### config.mk
export PLATFORM = sky130hd
export DESIGN_NAME = spi_2_driver
export DESIGN_NICKNAME = d
export VERILOG_FILES = /design/src/rtl/spi_2_pkg.sv /design/src/rtl/spi_2_fifo.sv /design/src/rtl/spi_2_driver.sv
export SDC_FILE = /design/constraint.sdc
export NUM_CORES = 1
export LEC_CHECK = 0
export CORE_MARGIN = 2
export CORE_UTILIZATION = 50
export CTS_CLUSTER_DIAMETER = 200
export DETAILED_ROUTE_END_ITERATION = 10
export GPL_TIMING_DRIVEN = 0
export PLACE_DENSITY = 0.73
export SYNTH_ARGS = -nofsm -noshare
export SYNTH_HDL_FRONTEND = slang
export SYNTH_SLANG_ARGS = --single-unit
### constraint.sdc
create_clock -name clk -period 2.79 [get_ports clk]
set_input_delay 0.4185 -clock clk [delete_from_list [all_inputs] [get_ports clk]]
set_output_delay 0.4185 -clock clk [all_outputs]
set_load 0.05 [all_outputs]
### src/rtl/spi_2_pkg.sv
// Shared types and constants for the SPI master driver: instruction layout,
// transfer-type encoding and the driver FSM states.
package spi_2_pkg;

    localparam int DWIDTH    = 32;
    localparam int AWIDTH    = 8;
    localparam int INSTR_W   = DWIDTH + AWIDTH + 5;
    // t_type occupies the two most significant instruction bits
    localparam int TTYPE_LSB = INSTR_W - 2;

    typedef enum logic [1:0] {
        T_WRITE       = 2'b00,
        T_READ        = 2'b01,
        T_WRITE_BURST = 2'b10,
        T_READ_BURST  = 2'b11
    } t_type_e;

    typedef enum logic [1:0] {
        ST_IDLE  = 2'b00,
        ST_BUSY  = 2'b01,
        ST_BURST = 2'b10,
        ST_ABORT = 2'b11
    } drv_state_e;

    function automatic t_type_e get_t_type(input logic [INSTR_W-1:0] instr);
        return t_type_e'(instr[TTYPE_LSB +: 2]);
    endfunction

endpackage

### src/rtl/spi_2_fifo.sv
// Synchronous FIFO with flush; read data is the head word, zero when empty.
module spi_2_fifo #(
    parameter int WIDTH = 8,
    parameter int DEPTH = 4
) (
    input  logic                    clk,
    input  logic                    rst,
    input  logic                    flush,
    input  logic                    push,
    input  logic                    pop,
    input  logic [WIDTH-1:0]        wdata,
    output logic [WIDTH-1:0]        rdata,
    output logic                    full,
    output logic                    empty,
    output logic [$clog2(DEPTH):0]  count
);
    localparam int AW = $clog2(DEPTH);
    localparam logic [AW:0] DEPTH_CNT = (AW+1)'(DEPTH);

    logic [WIDTH-1:0] mem_r [DEPTH];
    logic [AW-1:0]    wr_ptr_r;
    logic [AW-1:0]    rd_ptr_r;
    logic [AW:0]      count_r;
    logic             do_push_s;
    logic             do_pop_s;

    assign full      = (count_r == DEPTH_CNT);
    assign empty     = (count_r == {(AW+1){1'b0}});
    assign count     = count_r;
    assign do_push_s = push & ~full;
    assign do_pop_s  = pop & ~empty;

    // Head word presented combinationally, forced to zero when nothing is stored.
    always_comb begin
        rdata = {WIDTH{1'b0}};
        if (empty) begin
            rdata = {WIDTH{1'b0}};
        end else begin
            rdata = mem_r[rd_ptr_r];
        end
    end

    // Pointer and occupancy tracking; reset and flush both discard contents.
    always_ff @(posedge clk) begin
        if (rst || flush) begin
            wr_ptr_r <= {AW{1'b0}};
            rd_ptr_r <= {AW{1'b0}};
            count_r  <= {(AW+1){1'b0}};
        end else begin
            if (do_push_s) wr_ptr_r <= wr_ptr_r + AW'(1);
            if (do_pop_s)  rd_ptr_r <= rd_ptr_r + AW'(1);
            case ({do_push_s, do_pop_s})
                2'b10:   count_r <= count_r + (AW+1)'(1);
                2'b01:   count_r <= count_r - (AW+1)'(1);
                default: count_r <= count_r;
            endcase
        end
    end

    // Storage array write port.
    always_ff @(posedge clk) begin
        if (do_push_s) mem_r[wr_ptr_r] <= wdata;
    end

endmodule

### src/rtl/spi_2_driver.sv
// Host-side SPI master driver: queues instructions for the master, tracks the
// outstanding read and buffers returned read data for the host.
module spi_2_driver
    import spi_2_pkg::*;
#(
    parameter int CMD_DEPTH = 4,
    parameter int RSP_DEPTH = 4
) (
    input  logic               clk,
    input  logic               rst,
    input  logic               cmd_valid,
    output logic               cmd_ready,
    input  logic [INSTR_W-1:0] cmd_data,
    input  logic               cfg_wr,
    input  logic [1:0]         cfg_mode,
    input  logic               abort,
    output logic               idle,
    output logic               rsp_valid,
    input  logic               rsp_ready,
    output logic [DWIDTH-1:0]  rsp_data,
    output logic               master_en,
    output logic [INSTR_W-1:0] driver_data,
    output logic [1:0]         driver_cfg,
    input  logic               driver_read,
    input  logic [DWIDTH-1:0]  spi_slv_read_data,
    output logic               master_rst_n
);
    drv_state_e state_r;
    drv_state_e state_s;
    logic       abort_cnt_r;
    logic       rx_pending_r;
    logic [1:0] driver_cfg_r;
    logic       cmd_full_s, cmd_empty_s, rsp_full_s, rsp_empty_s;
    logic [$clog2(CMD_DEPTH):0] cmd_count_unused_s;
    logic [$clog2(RSP_DEPTH):0] rsp_count_unused_s;
    logic       in_abort_s, active_s, stall_s;
    logic       cmd_push_s, cmd_pop_s, rsp_push_s, rsp_pop_s;
    t_type_e    pop_type_s;

    assign in_abort_s   = (state_r == ST_ABORT);
    assign active_s     = (state_r == ST_BUSY) || (state_r == ST_BURST);
    // A read result with nowhere to go holds the master in LOAD
    assign stall_s      = rx_pending_r & driver_read & rsp_full_s;
    assign master_en    = ~rst & (~cmd_empty_s | active_s) & ~stall_s & ~in_abort_s;
    assign cmd_ready    = ~rst & ~cmd_full_s & ~in_abort_s;
    assign cmd_push_s   = cmd_valid & cmd_ready & ~abort;
    assign cmd_pop_s    = driver_read & master_en & ~cmd_empty_s & ~abort;
    assign rsp_push_s   = rx_pending_r & driver_read & ~stall_s & ~abort & ~rst;
    assign rsp_valid    = ~rst & ~rsp_empty_s;
    assign rsp_pop_s    = rsp_valid & rsp_ready;
    assign idle         = ~rst & (state_r == ST_IDLE) & cmd_empty_s & ~rx_pending_r;
    assign master_rst_n = ~rst & ~in_abort_s;
    assign driver_cfg   = driver_cfg_r;
    assign pop_type_s   = get_t_type(driver_data);

    spi_2_fifo #(.WIDTH(INSTR_W), .DEPTH(CMD_DEPTH)) u_cmd_fifo (
        .clk   (clk),
        .rst   (rst),
        .flush (abort),
        .push  (cmd_push_s),
        .pop   (cmd_pop_s),
        .wdata (cmd_data),
        .rdata (driver_data),
        .full  (cmd_full_s),
        .empty (cmd_empty_s),
        .count (cmd_count_unused_s)
    );

    spi_2_fifo #(.WIDTH(DWIDTH), .DEPTH(RSP_DEPTH)) u_rsp_fifo (
        .clk   (clk),
        .rst   (rst),
        .flush (1'b0),
        .push  (rsp_push_s),
        .pop   (rsp_pop_s),
        .wdata (spi_slv_read_data),
        .rdata (rsp_data),
        .full  (rsp_full_s),
        .empty (rsp_empty_s),
        .count (rsp_count_unused_s)
    );

    // Next-state selection; abort overrides every other transition.
    always_comb begin
        state_s = state_r;
        if (abort) begin
            state_s = ST_ABORT;
        end else begin
            case (state_r)
                ST_IDLE: begin
                    if (cmd_pop_s) begin
                        state_s = pop_type_s[1] ? ST_BURST : ST_BUSY;
                    end else begin
                        state_s = ST_IDLE;
                    end
                end
                ST_BUSY: begin
                    if (driver_read && !stall_s) begin
                        if (cmd_pop_s) begin
                            state_s = pop_type_s[1] ? ST_BURST : ST_BUSY;
                        end else begin
                            state_s = ST_IDLE;
                        end
                    end else begin
                        state_s = ST_BUSY;
                    end
                end
                ST_BURST: state_s = ST_BURST;
                ST_ABORT: begin
                    if (abort_cnt_r) begin
                        state_s = ST_IDLE;
                    end else begin
                        state_s = ST_ABORT;
                    end
                end
                default: state_s = ST_IDLE;
            endcase
        end
    end

    // State, abort timer, outstanding-read flag and mode register.
    always_ff @(posedge clk) begin
        if (rst) begin
            state_r      <= ST_IDLE;
            abort_cnt_r  <= 1'b0;
            rx_pending_r <= 1'b0;
            driver_cfg_r <= 2'b00;
        end else begin
            state_r     <= state_s;
            abort_cnt_r <= in_abort_s & ~abort;
            if (abort) begin
                rx_pending_r <= 1'b0;
            end else if (cmd_pop_s && pop_type_s == T_READ) begin
                rx_pending_r <= 1'b1;
            end else if (rsp_push_s) begin
                rx_pending_r <= 1'b0;
            end
            if (cfg_wr && idle) driver_cfg_r <= cfg_mode;
        end
    end

endmodule

==> impl_metrics.toml <==
[timing]
worst_pin_slew_ns = 0.872
fin_crit_sh = 0.972
fmax_ghz = 0.369
grt_setup_unrepaired = "yes"
timing.hold.ws_ns = 0.132
fin_skew_ns = 0.0102
finalHoldViolCount = 0
slew_violations = 0
fin_crit_ns = 2.71
setup_viol_count_final = 0
fin_tns_setup_ns = 0
maxSlewHeadroom = 0.419

[drt]
ant_nets = 0
drtIter0Drc = 449
dr.pass1.iters = 4
drt-vias-per-instance = 5.44
wl_mm = 24.8
wl_per_cell_um = 20.5
drc = 0
num_vias = 6563

[global_routing]
met1_usage = 0.226
grt.overflow.total = 0
gr-usage-all-layers = 0.185
antenna_found_initial = 0
grt_pass1_vias = 7147
met2_usage = 0.327
grt_pass1_wl_mm = 38.0
top_usage_layer = "met2"
grt_max_degree = 46
grtUsageMet3 = 0.0485

[cells_and_area]
fin_nets = 954
drive_gt1_frac = 0.276
syn_to_final_growth_pct = 25.3
n_antenna_cell = 0
stdcell_count = 1207

[placed_design]
io_buffers = 168
place_inst = 1144
place_hpwl_mm = 15.8
gp_congestion = 0.786

[critical_path]
crit_required_ns = 2.37
path_max_fanout = 4
crit_arrival_ns = 2.29
critPathLaunchType = "flip-flop"
crit_type = "flip-flop to output pin"
critPathCaptureType = "output pin"
r2r_setup_slack_ns = 0.21

[cts]
cts_inserted_buffers = 35
clk_latency_ns = 0.51
max-clock-path-buffers = 3
cts_max_level = 2
postCtsSetupBuffers = 0
cts-root-buf = "clkbuf_16"
cts_tree = "built"
clock-sinks = 332
clk_pin_slew_worst_paths_ns = 0.07

[floorplanning]
die_y_um = 165
coreArea_mm2 = 0.0253
dieArea_mm2 = 0.0272
ioPinCount = 170
row_count = 58
die_x_um = 165
start_util = 0.512

[logic_synthesis]
ys_seq_area_frac = 0.750
synthCells = 646
synthFlopType = "edfxtp_1"
syn_area_mm2 = 0.0130
ys_warn_count = 0
synth_edf_count = 308
synth.distinct_cells = 44
yosysTopAreaCellShare = 0.713
async_reset_ff_frac = 0
syn_nets = 749
synth_largest_area_cell = "edfxtp_1"
synth-seq-cells = 332
syn_area_per_cell_um2 = 20.1
netlist_top_cells_area = "edfxtp_1 (71%), mux4_2 (13%), dfxtp_1 (3.7%)"

[pwr]
power_leakage_nw = 5.30
powerDensity_mw_per_mm2 = 637
vdd_drop_max_v = 0.000489

[job]
drv_cap = 0

[run_status]
status = "finished clean"

[worst_hold_path]
hold_path.class = "input pin to flip-flop"
==> placed cells by master (no fill, tap or decap), types with 21 or more instances in the layout <==
cell type,synthesis,layout
edfxtp_1,308,308
clkdlybuf4s50_1,0,88
mux4_2,75,75
and2_1,54,46
clkdlybuf4s15_2,0,46
clkbuf_16,0,36
nor2b_1,32,32
buf_2,12,22
nor2_1,23,21
dfxtp_1,24,21
==> worst paths after layout <==
kind	startpoint	to	cells past startpoint
hold reg to reg	driver_cfg[0]$_SDFFE_PP0P_	driver_cfg[0]$_SDFFE_PP0P_	2
setup reg to reg	u_rsp_fifo.count[2]$_SDFFE_PP0P_	u_rsp_fifo.count[2]$_SDFFE_PP0P_	9
setup / recovery	state_r[0]$_SDFF_PP0_	cmd_ready	4
hold / removal	rst	driver_cfg[1]$_SDFFE_PP0P_	2
==> final cells by class <==
class | count | area [um^2]
buffer | 28 | 215
clock buffer | 43 | 927
clock inverter | 20 | 210
fill | 1732 | 9080
inverter | 19 | 71.3
multi-input combinational | 267 | 3080
sequential | 332 | 9730
tap | 330 | 413
timing repair buffer | 168 | 1600
==> where the power goes <==
group	internal [mW]	switching, mW	total, mW
Combinational	0.170	0.186	0.356
Clock	2.74	1.78	4.53
Sequential	5.47	0.00991	5.48
==> sequential cells by signal (all words and copies together), names as in the netlist, named ones only <==
register and cells:
driver_cfg 2, u_cmd_fifo.wr_ptr_r 2, rx_pending_r 1, u_cmd_fifo.count 3
u_cmd_fifo.mem_r 180, u_cmd_fifo.rd_ptr_r 2, state_r 2, u_rsp_fifo.count 3
abort_cnt_r 1, u_rsp_fifo.wr_ptr_r 2, u_rsp_fifo.mem_r 128, u_rsp_fifo.rd_ptr_r 2
==> through the flow <==
stage / power, mW / worst slack, ns / area, um^2 / utilization
after floorplan: 5.72 / 0.189 / 13000 / -
after global placement: 5.92 / -0.658 / 15100 / 0.595
after detailed placement: 5.94 / -0.297 / 15100 / 0.595
after CTS: 10.5 / -0.102 / 16200 / 0.641
after global routing: 10.7 / -0.0123 / 16200 / 0.642
final: 10.4 / 0.0792 / 16200 / 0.642
==> cells in the mapped netlist, types with 2 or more instances <==
cell type and instances:
a211oi_1 2, a21oi_1 8, and2_1 54, buf_1 3, buf_2 12, buf_4 3, buf_6 2, clkbuf_1 8
dfxtp_1 24, edfxtp_1 308, fa_1 2, ha_1 15, inv_1 19, mux2i_1 3, mux4_2 75, nand2_1 7
nand2b_1 2, nand3_1 2, nand4_1 2, nor2_1 23, nor2b_1 32, nor3_1 2, o21ai_0 5, o31ai_1 2
or3_1 4, xnor2_1 3, xor2_1 7
==> kinds of logic (layout without fill, tap and decap cells) <==
kind of cell	count (synthesis)	after routing	synth area share
and+or+nand+nor	136	136	0.0615
DFF	332	332	0.750
buffers and inverters	47	278	0.0168
AOI/OAI and AO/OA	25	25	0.0137
adders and majority gates	17	17	0.0176
xor gates and xnor gates	10	10	0.00675
muxes	79	79	0.133
==> worst max-delay path, cell delays in order (launching register included) <==
cell	delay (ns)
dfxtp_1	0.34
ha_1	0.27
nor2_2	0.21
o31a_1	0.17
clkdlybuf4s50_1	0.80
==> metal layers <==
metal	wire length, um	vias up
met4	426	0
li1	-	2959
met2	12800	208
met5	0	-
met3	1720	40
met1	9870	3356
==> what timing repair did <==
item                                    CTS  global route
gates cloned                              0             0
endpoints found under the setup margin   86           145
resized for setup                       266            36
hold buffers                              0             0
Note: power is estimated with default switching activity, not from simulation.
==> patch, RTL diff (same flow settings) <==
The parameter `CMD_DEPTH` goes from 4 to 8.
--- a/src/rtl/spi_2_driver.sv
+++ b/src/rtl/spi_2_driver.sv
@@ -3,7 +3,7 @@
 module spi_2_driver
     import spi_2_pkg::*;
 #(
-    parameter int CMD_DEPTH = 4,
+    parameter int CMD_DEPTH = 8,
     parameter int RSP_DEPTH = 4
 ) (
     input  logic               clk,
Check against the original RTL: same outputs for any inputs over 4 cycles, from zero or initial values and one cycle with rst high; that may be too few to reach the edited logic, so the function may still have changed.
==> patch against the unedited design <==
- the run now ends with setup timing left
- sequential cell count is 184 higher
- final area is 52% higher
- setup slack worse by 0.11 ns
- power is 48% higher
- worst hold slack better by 0.28 ns
- die area is 53% higher
- wire length is 64% higher
- area after synthesis is 54% higher
- clock power is 42% higher
==> patch: results (changes against the unedited design) <==
- Area share of xor/xnor cells in the synthesized design: 0.481% (-0.19 points)
- Pin count of the biggest net entering global routing: 33 (-28%)
- The least setup slack across all paths after layout was -0.0279 ns (-0.107 ns).
- GRT Util Overall: 19.7% (+1.1 points)
- The via count of the first global-routing pass was 10,200 (+42%).
- By count the netlist is led by sky130_fd_sc_hd__edfxtp_1 (488), sky130_fd_sc_hd__mux4_2 (120), sky130_fd_sc_hd__nor2_1 (74), sky130_fd_sc_hd__mux2i_1 (50), sky130_fd_sc_hd__nor2b_1 (34).
* Final Max Tran Viols: 0 (unchanged)
- Nature of the critical path startpoint: flop
- Worst hold start: cfg_mode[1]
- Clock latency of the later-clocked register in the worst-skew pair: 0.60 ns (+0.09 ns)
- # setup viols final: 1 (+1)
- The post-DP HPWL came to 25,200 um (+60%).
* Top cells by area in the synthesized netlist: sky130_fd_sc_hd__edfxtp_1 (73%), sky130_fd_sc_hd__mux4_2 (14%), sky130_fd_sc_hd__dfxtp_1 (2.8%)
- The worst-case clock skew is 0.0214 ns (+0.0112 ns).
* Sequential share of the synthesized area: 76.0% (+1.0 points)
- The total length of routed wires is 40,600 um (+64%).
- Drt first-iter violations: 565 (+26%)
* Path type of the worst min-delay path: in2reg
* Static Leak: 7.90 nW (+49%)
* Synth Net Count: 1,053 (+41%)
- The fraction of synthesized area in multiplexers came to 16.1% (+2.7 points).
- The CTS buffer count came to 51 (+46%).
- The adder-cell share of the synthesized area is 1.04% (-0.72 points).
- The flip-flop count of the largest register, all copies and words added was 360 (+100%).
* Biggest register: u_cmd_fifo.mem_r
* Fill cell instance count of the final layout: 2,745 (+58%)
- The fraction of final layout cells sized beyond drive strength 1 came to 30.2% (+2.6 points).
- Placed Instances: 1,661 (+45%)
* Router iterations before antenna repair: 5 (+1)
* Sum Neg Setup Slack: -0.0279 ns (-0.0279 ns)
- Number of antenna violations at the first check in global routing: 5 (+5)
- RD Place Congestion: 0.723 (-8.0%)
- Via-per-instance ratio: 5.55 (+2.0%)
* Max Fanout on Critical Path: 8 (+4)
- Number of enable flip-flop cells after synthesis: 488 (+58%)
* Worst Max-Slew Pin Slew: 0.869 ns (-0.00229 ns)
- Result of the run: finished with violations
- Failing checks: setup timing
- Final Net Count: 1,305 (+37%)
- The count of port buffers added during placement is 169 (+0.60%).
- The net switching power figure came to 3.07 mW (+55%).
* Post-synthesis compound-gate area fraction: 0.744% (-0.63 points)
- Cell count after synthesis: 951 (+47%)
* Worst R2R Start: u_rsp_fifo.count[0]
- The wire length of the first global-routing pass is 61,000 um (+60%).
* Maximum vdd drop: 483 uV (-1.2%)
- Netlist cell types: 48 (+9.1%)
* Vias: 9,815 (+50%)
[patch: critical path, stage by stage (launching register included)]
cell	delay [ns]
sky130_fd_sc_hd__dfxtp_4	0.36
sky130_fd_sc_hd__buf_12	0.16
sky130_fd_sc_hd__buf_12	0.17
sky130_fd_sc_hd__buf_12	0.14
sky130_fd_sc_hd__mux4_2	0.52
sky130_fd_sc_hd__mux2i_2	0.22
sky130_fd_sc_hd__nor2_2	0.08
sky130_fd_sc_hd__buf_6	0.16
[patch: timing repair]
item / CTS / global route
pin swaps: 2 / 4
resized for setup: 459 / 76
hold buffers: 0 / 0
setup buffers: 6 / 5
endpoints found under the setup margin: 93 / 98
gates cloned: 0 / 4
[patch: cell type report]
type	count	area, um^2	share of cell area, %
flip-flops and latches	516	15200	61.7
multi-input cells	382	4740	19.2
repair buffers	199	1980	8.04
clock buffers	62	1340	5.43
well taps	525	657	2.66
plain buffers	43	444	1.80
clock inverters	29	231	0.939
inverters	10	37.5	0.152
diodes	3	7.51	0.0304
[patch: cells by family after synthesis]
| family | Yosys count |
|---|---|
| and+or+nand+nor | 160 |
| DFF | 516 |
| AOI/OAI and AO/OA | 23 |
| buffers and inverters | 54 |
| muxes | 171 |
| adders and majority gates | 16 |
| xor gates and xnor gates | 11 |
[patch: stage by stage]
step / util [%] / setup WS, ns / instance area (um^2) / hold WS, ns / power, mW
finish: 62.2 / -0.0279 / 24700 / 0.412 / 15.4
global route: 62.2 / -0.112 / 24700 / 0.394 / 15.8
CTS: 61.9 / -0.0596 / 24500 / 0.386 / 15.5
detailed placement: 57.5 / -0.583 / 22800 / 0.465 / 9.10
global placement: 56.5 / -3.25 / 22400 / 0.453 / 9.08
floorplan: - / -0.555 / 20100 / 0.466 / 8.82
[patch: power groups by stage]
| stage | registers, mW | clock network (mW) | logic, mW |
|---|---|---|---|
| global route | 8.50 | 6.85 | 0.473 |
| detailed placement | 8.67 | 0 | 0.435 |
| floorplan | 8.67 | 0 | 0.151 |
| CTS | 8.50 | 6.55 | 0.437 |
| finish | 8.50 | 6.42 | 0.441 |
| global placement | 8.67 | 0 | 0.410 |
[patch: per-layer routing]
| metal | GRT usage, % | share of wire (%) | up-vias |
|---|---|---|---|
| met4 | 5.75 | 2.0 | 2 |
| met2 | 32.5 | 49 | 310 |
| met5 | 0 | 0.032 | - |
| met1 | 26.6 | 42 | 5072 |
| met3 | 4.27 | 6.6 | 58 |
| li1 | - | - | 4373 |
[patch: path summary, 6_finish.rpt]
path / end / cells past startpoint / slack (ns)
worst max-delay path: driver_data[25] / 7 / -0.03
worst max register to register: u_cmd_fifo.count[2] / 10 / 0.20
worst min register to register: driver_cfg[0] / 2 / 0.47
worst min-delay path: driver_cfg[1] / 3 / 0.41
